## config.mk

```make
export PLATFORM = sky130hd
export DESIGN_NAME = msdap_out_serializer
export DESIGN_NICKNAME = d
export VERILOG_FILES = /design/src/rtl/msdap_pkg.sv /design/src/rtl/msdap_piso.sv /design/src/rtl/msdap_out_serializer.sv
export SDC_FILE = /design/constraint.sdc
export NUM_CORES = 1
export LEC_CHECK = 0
export CAP_MARGIN = 15
export CORE_ASPECT_RATIO = 0.75
export CORE_MARGIN = 5
export CORE_UTILIZATION = 40
export DETAILED_ROUTE_END_ITERATION = 10
export SYNTH_ARGS = -nofsm -noshare
export SYNTH_HDL_FRONTEND = slang
export SYNTH_SLANG_ARGS = --single-unit
```

## constraint.sdc

```tcl
create_clock -name sclk -period 2.4 [get_ports sclk]
set_input_delay 0.48 -clock sclk [delete_from_list [all_inputs] [get_ports sclk]]
set_output_delay 0.48 -clock sclk [all_outputs]
set_load 0.05 [all_outputs]
```

## src/rtl/msdap_pkg.sv

```systemverilog
// msdap_pkg: shared constants and types for the MSDAP output serializer.
//   DATA_W   - width of one channel result word
//   CNT_W    - width of the serial bit counter (2**CNT_W > DATA_W)
//   state_t  - serializer FSM states
//   LAST_BIT - counter value of the final serial bit in a frame
package msdap_pkg;

  localparam int DATA_W = 40;
  localparam int CNT_W  = 6;

  typedef enum logic [1:0] {
    ST_IDLE  = 2'd0,
    ST_LEAD  = 2'd1,
    ST_SHIFT = 2'd2
  } state_t;

  localparam logic [CNT_W-1:0] LAST_BIT = CNT_W'(DATA_W - 1);

endpackage

```

## src/rtl/msdap_piso.sv

```systemverilog
// msdap_piso: parallel-load, LSB-first shift register with a serial output.
// Ports:
//   clk     - clock
//   reset   - synchronous active-high reset (register -> 0)
//   i_clear - synchronous flush (register -> 0)
//   i_load  - load i_data (has priority over i_shift)
//   i_shift - shift right by one, zero fill from the MSB side
//   i_data  - parallel word
//   o_sdo   - serial data out, always the current LSB
module msdap_piso
  import msdap_pkg::*;
#(
  parameter int W = DATA_W
) (
  input  logic         clk,
  input  logic         reset,
  input  logic         i_clear,
  input  logic         i_load,
  input  logic         i_shift,
  input  logic [W-1:0] i_data,
  output logic         o_sdo
);

  logic [W-1:0] r_sr;

  always_ff @(posedge clk) begin
    if (reset || i_clear) begin
      r_sr <= '0;
    end else if (i_load) begin
      r_sr <= i_data;
    end else if (i_shift) begin
      r_sr <= {1'b0, r_sr[W-1:1]};
    end
  end

  assign o_sdo = r_sr[0];

endmodule

```

## src/rtl/msdap_out_serializer.sv

```systemverilog
// msdap_out_serializer: output stage of MSDAP. Accepts one left/right result
// pair per sample and shifts both out LSB first, framed by outReady.
// A frame is one lead cycle (data 0) followed by DATA_W data bits; outReady is
// low for at least one cycle between frames. A one-deep holding register takes
// a new pair while a frame is in flight; a pair arriving while it is full is
// dropped and sets the sticky overflow flag.
//
// Handshake: in_valid is a one-cycle strobe with no back-pressure. in_ready
// reports (registered) that the holding register is empty; a strobe while a
// frame is running and in_ready is low loses that word.
//
// Ports:
//   sclk        - system clock
//   reset       - synchronous active-high reset (also clears overflow)
//   clear       - synchronous flush of all data; overflow is kept
//   in_valid    - strobe: in_l/in_r hold a new result
//   in_l, in_r  - left / right result words
//   in_ready    - holding register empty
//   outReady    - frame strobe (lead cycle + DATA_W bit cycles)
//   outputL/R   - serial data, LSB first
//   overflow    - sticky: a result was dropped
//   o_dbg_state - current FSM state
module msdap_out_serializer
  import msdap_pkg::*;
#(
  parameter int DW = DATA_W,
  parameter int CW = CNT_W
) (
  input  logic          sclk,
  input  logic          reset,
  input  logic          clear,
  input  logic          in_valid,
  input  logic [DW-1:0] in_l,
  input  logic [DW-1:0] in_r,
  output logic          in_ready,
  output logic          outReady,
  output logic          outputL,
  output logic          outputR,
  output logic          overflow,
  output state_t        o_dbg_state
);

  localparam logic [CW-1:0] LAST = CW'(DW - 1);

  state_t        r_state,     w_state_nx;
  logic [CW-1:0] r_cnt,       w_cnt_nx;
  logic [DW-1:0] r_hold_l,    w_hold_l_nx;
  logic [DW-1:0] r_hold_r,    w_hold_r_nx;
  logic          r_hold_full, w_hold_full_nx;
  logic          r_in_ready;
  logic          r_out_ready, w_out_ready_nx;
  logic          r_out_l,     w_out_l_nx;
  logic          r_out_r,     w_out_r_nx;
  logic          r_overflow,  w_overflow_nx;

  logic          w_load;
  logic          w_shift;
  logic [DW-1:0] w_ld_l;
  logic [DW-1:0] w_ld_r;
  logic          w_sdo_l;
  logic          w_sdo_r;

  // The held word always goes out first; a fresh word only bypasses the
  // holding register when it is empty.
  assign w_ld_l = r_hold_full ? r_hold_l : in_l;
  assign w_ld_r = r_hold_full ? r_hold_r : in_r;

  always_comb begin
    w_state_nx     = r_state;
    w_cnt_nx       = r_cnt;
    w_hold_l_nx    = r_hold_l;
    w_hold_r_nx    = r_hold_r;
    w_hold_full_nx = r_hold_full;
    w_out_ready_nx = 1'b0;
    w_out_l_nx     = 1'b0;
    w_out_r_nx     = 1'b0;
    w_overflow_nx  = r_overflow;
    w_load         = 1'b0;
    w_shift        = 1'b0;

    if (clear) begin
      // clear beats in_valid: the incoming word is discarded silently.
      w_state_nx     = ST_IDLE;
      w_cnt_nx       = '0;
      w_hold_l_nx    = '0;
      w_hold_r_nx    = '0;
      w_hold_full_nx = 1'b0;
    end else begin
      case (r_state)
        ST_IDLE: begin
          if (r_hold_full || in_valid) begin
            w_load         = 1'b1;
            w_state_nx     = ST_LEAD;
            w_out_ready_nx = 1'b1;
            // Held word is launched; a simultaneous new word takes its slot.
            if (r_hold_full) begin
              w_hold_full_nx = in_valid;
              if (in_valid) begin
                w_hold_l_nx = in_l;
                w_hold_r_nx = in_r;
              end
            end
          end
        end

        ST_LEAD, ST_SHIFT: begin
          w_out_ready_nx = 1'b1;
          w_out_l_nx     = w_sdo_l;
          w_out_r_nx     = w_sdo_r;
          w_shift        = 1'b1;
          if (r_state == ST_LEAD) begin
            w_state_nx = ST_SHIFT;
            w_cnt_nx   = '0;
          end else if (r_cnt == LAST) begin
            // Bit DW-1 is on the pins now; drop outReady next edge.
            w_state_nx     = ST_IDLE;
            w_cnt_nx       = '0;
            w_out_ready_nx = 1'b0;
            w_out_l_nx     = 1'b0;
            w_out_r_nx     = 1'b0;
            w_shift        = 1'b0;
          end else begin
            w_cnt_nx = r_cnt + 1'b1;
          end

          if (in_valid) begin
            if (!r_hold_full) begin
              w_hold_l_nx    = in_l;
              w_hold_r_nx    = in_r;
              w_hold_full_nx = 1'b1;
            end else begin
              w_overflow_nx = 1'b1;
            end
          end
        end

        default: begin
          w_state_nx = ST_IDLE;
          w_cnt_nx   = '0;
        end
      endcase
    end
  end

  always_ff @(posedge sclk) begin
    if (reset) begin
      r_state     <= ST_IDLE;
      r_cnt       <= '0;
      r_hold_l    <= '0;
      r_hold_r    <= '0;
      r_hold_full <= 1'b0;
      r_in_ready  <= 1'b1;
      r_out_ready <= 1'b0;
      r_out_l     <= 1'b0;
      r_out_r     <= 1'b0;
      r_overflow  <= 1'b0;
    end else begin
      r_state     <= w_state_nx;
      r_cnt       <= w_cnt_nx;
      r_hold_l    <= w_hold_l_nx;
      r_hold_r    <= w_hold_r_nx;
      r_hold_full <= w_hold_full_nx;
      r_in_ready  <= !w_hold_full_nx;
      r_out_ready <= w_out_ready_nx;
      r_out_l     <= w_out_l_nx;
      r_out_r     <= w_out_r_nx;
      r_overflow  <= w_overflow_nx;
    end
  end

  msdap_piso #(.W(DW)) u_piso_l (
    .clk     (sclk),
    .reset   (reset),
    .i_clear (clear),
    .i_load  (w_load),
    .i_shift (w_shift),
    .i_data  (w_ld_l),
    .o_sdo   (w_sdo_l)
  );

  msdap_piso #(.W(DW)) u_piso_r (
    .clk     (sclk),
    .reset   (reset),
    .i_clear (clear),
    .i_load  (w_load),
    .i_shift (w_shift),
    .i_data  (w_ld_r),
    .o_sdo   (w_sdo_r)
  );

  assign in_ready    = r_in_ready;
  assign outReady    = r_out_ready;
  assign outputL     = r_out_l;
  assign outputR     = r_out_r;
  assign overflow    = r_overflow;
  assign o_dbg_state = r_state;

endmodule

```

==> impl_metrics.yaml <==
place:
  place_congestion: 0.7122
  portBuffers: 90
  dp_hpwl_um: 12890
  pre_cts_slack_ps: 104.8
  place_inst: 1301
  place_area_mm2: 0.01008
logic_synthesis:
  syn_avg_cell_area_um2: 8.901
  synth_area_mm2: 0.008884
  syn_inst: 998
  ys_ff_latch: 174
  syn_nets: 1086
  ys_types: 38
  synth_top_area_cell: "dfxtp_1"
  ys_seq_area_share_pct: 39.21
  synth_top_area_share_pct: 39.21
  ys_warn_count: 0
  synth.area.top_cells: "dfxtp_1 39%, mux2i_1 9.0%, a41o_1 8.8%"
clock_network:
  clk_pin_slew_ps: 70
  ctsResizeCount: 0
  post_cts_buffers: 0
  cts_sinks: 174
  clk_latency_ps: 430
  hold_buffers: 0
  clk_path_buf_depth: 2
  clockRootBuffer: "clkbuf_16"
  cts_max_level: 4
  cts_made_buffers: 17
  cts_tree: "done"
timing:
  slew_violations: 0
  skew_ps: 9.998
  relSlewSlack_pct: 63.96
  fmax_ghz: 0.4762
  finalSetupTns_ps: 0
  setup_ws_ps: 300.2
  hold_ws_ps: 452.9
  finalCritPeriodShare_pct: 87.49
  setup_violations: 0
  rsz0062_at_grt: "no"
  tightest_slew_ps: 535.0
  period_minus_slack_ps: 2100
  hold_violations: 0
global_routing:
  grt_pass1_wl_um: 34890
  antenna_found_initial: 0
  grt_use_total_pct: 16.29
  grt_pass1_vias: 6921
  overflow: 0
  grt_max_degree: 94
pwr:
  comb_power_share_pct: 12.4
  power_switching_mw: 1.674
  p_sw_share_pct: 25.37
  pwr-share-clk_pct: 43.1
  p_seq_share_pct: 44.5
  p_per_area_mw_per_mm2: 616.9
  internal_power_mw: 4.923
  vdd_ir_drop_max_uv: 474.8
  p_leak_nw: 3.769
cells_and_area:
  final_common_cell: "dfxtp_1"
  final_area_mm2: 0.01069
  n_fill_cell: 2072
  register_area_mm2: 0.003487
  syn_to_final_growth_pct: 20.38
  layout_common_cells: "173 x dfxtp_1, 165 x nand2_1, 89 x clkdlybuf4s50_1, 84 x a21oi_1, 82 x o21ai_0"
  finalNetCount: 1114
  drive_above_1_share_pct: 10.78
  fin_cells: 1333
  antennaDiodeCount: 0
  multiInputGateArea_mm2: 0.004768
floorplanning:
  design.die.area_mm2: 0.02532
  row_count: 47
  fp.dieW_um: 182.1
  initial_utilization_pct: 40.50
  core_mm2: 0.02193
  die_h_um: 139.1
  ios: 91
outcome:
  status: "complete, no violations"
setup_path:
  worstPathRequired_ps: 1920
  critPathBufInv: 1
  crit_slowest_cell: "clkdlybuf4s50_1"
  crit_type: "reg -> out"
  critical_path.top_delay_family: "buffers and inverters"
  path_cells: "clkdlybuf4s50_1"
  slowest_delay_ps: 820
  worst_ep_arrival_time_ps: 1620
  end_kind: "output pin"
  crit_fanout: 4
  start_kind: "flip-flop"
detailed_routing:
  dr.pass1.iters: 5
  wl_um: 20830
  drt_iter0_drc: 538
  avgRoutedWirePerCell_um: 15.63
  drcViolationCount: 0
  vias_per_cell: 5.578
  vias: 7435
  ant_nets: 0
job:
  cap_violations: 0
min_path:
  min_path_type: "reg -> reg"
==> registers in the layout, summed over array words and instances, names as in the netlist <==
name           flops
r_hold_r          40
overflow           1
r_hold_l          40
u_piso_l.r_sr     40
in_ready           1
u_piso_r.r_sr     40
outputR            1
r_hold_full        1
outputL            1
o_dbg_state        2
outReady           1
r_cnt              6
==> final timing paths <==
| path | startpoint | slack [ps] | endpoint | cells past startpoint |
|---|---|---|---|---|
| setup / recovery | o_dbg_state[0]$_SDFFE_PP0P_ | 300 | o_dbg_state[0] | 1 |
| hold / removal | r_hold_l[4]$_SDFFE_PP0P_ | 450 | r_hold_l[4]$_SDFFE_PP0P_ | 2 |
| setup reg to reg | o_dbg_state[0]$_SDFFE_PP0P_ | 300 | r_hold_l[33]$_SDFFE_PP0P_ | 7 |
| hold reg to reg | r_hold_l[4]$_SDFFE_PP0P_ | 450 | r_hold_l[4]$_SDFFE_PP0P_ | 2 |
==> routing by layer <==
layer  vias to the layer above  global-route usage, %  wire [um]
met2                       107                  26.13       9717
met5                         -                      0          0
met3                        15                  3.435        676
met1                      3526                  22.36      10230
met4                         0                  4.343        211
li1                       3787                      -          -
==> final cells by class <==
class	instances	share of cell area (%)
Timing Repair Buffer	134	13.48
Sequential cell	174	32.61
Clock inverter	10	1.182
Tap cell	294	3.440
Clock buffer	22	4.528
Inverter	5	0.1755
Multi-Input combinational cell	694	44.59
==> kinds of logic after synthesis <==
| kind of cell | count (synthesis) | synth area share [%] |
|---|---|---|
| multiplexers | 80 | 9.014 |
| AO/OA/AOI/OAI | 334 | 28.92 |
| buffers and inverters | 130 | 7.563 |
| AND/OR/NAND/NOR | 272 | 14.34 |
| flip-flops | 174 | 39.21 |
| adder cells (fa/ha/maj) | 4 | 0.5634 |
| XOR/XNOR | 4 | 0.3944 |
==> worst reg2reg max path, delay by kind of cell, from the launching register on <==
kind | cells | cell delay (ps)
DFF | 1 | 370
and+or+nand+nor | 2 | 570
AOI/OAI and AO/OA | 2 | 350
buffers and inverters | 2 | 300
adders and majority gates | 1 | 430
==> synthesized netlist by cell type, drive strengths merged <==
library cell    n
a211oi          1
a21oi          84
a221oi         78
a31oi           2
a41o           78
a41oi           1
and2            1
and3            2
and3b           1
buf            57
clkbuf         68
dfxtp         174
ha              4
inv             5
mux2i          80
nand2         165
nand2b          1
nand3           1
nand3b          1
nand4b          2
nand4bb         1
nor2           11
nor2b           3
nor3            2
nor3b           2
o21a            4
o21ai          85
o31ai           1
or2             1
or3            78
xnor2           1
xor2            3
==> power by group through the flow <==
stage	Combinational (mW)	Clock, mW	Sequential [mW]
after floorplan	0.474	0	3.00
after detailed placement	0.818	0	3.00
after CTS	0.821	2.93	2.93
final	0.815	2.85	2.94
after global placement	0.813	0	3.00
after global routing	0.887	3.08	2.94
==> metrics by stage <==
stage	total power [mW]	utilization, %
6_report	6.597	48.75
5_1_grt	6.900	48.75
4_1_cts	6.687	48.75
3_5_place_dp	3.819	45.97
3_3_place_gp	3.814	45.97
2_1_floorplan	3.479	-
(Power assumes the default switching activity.)
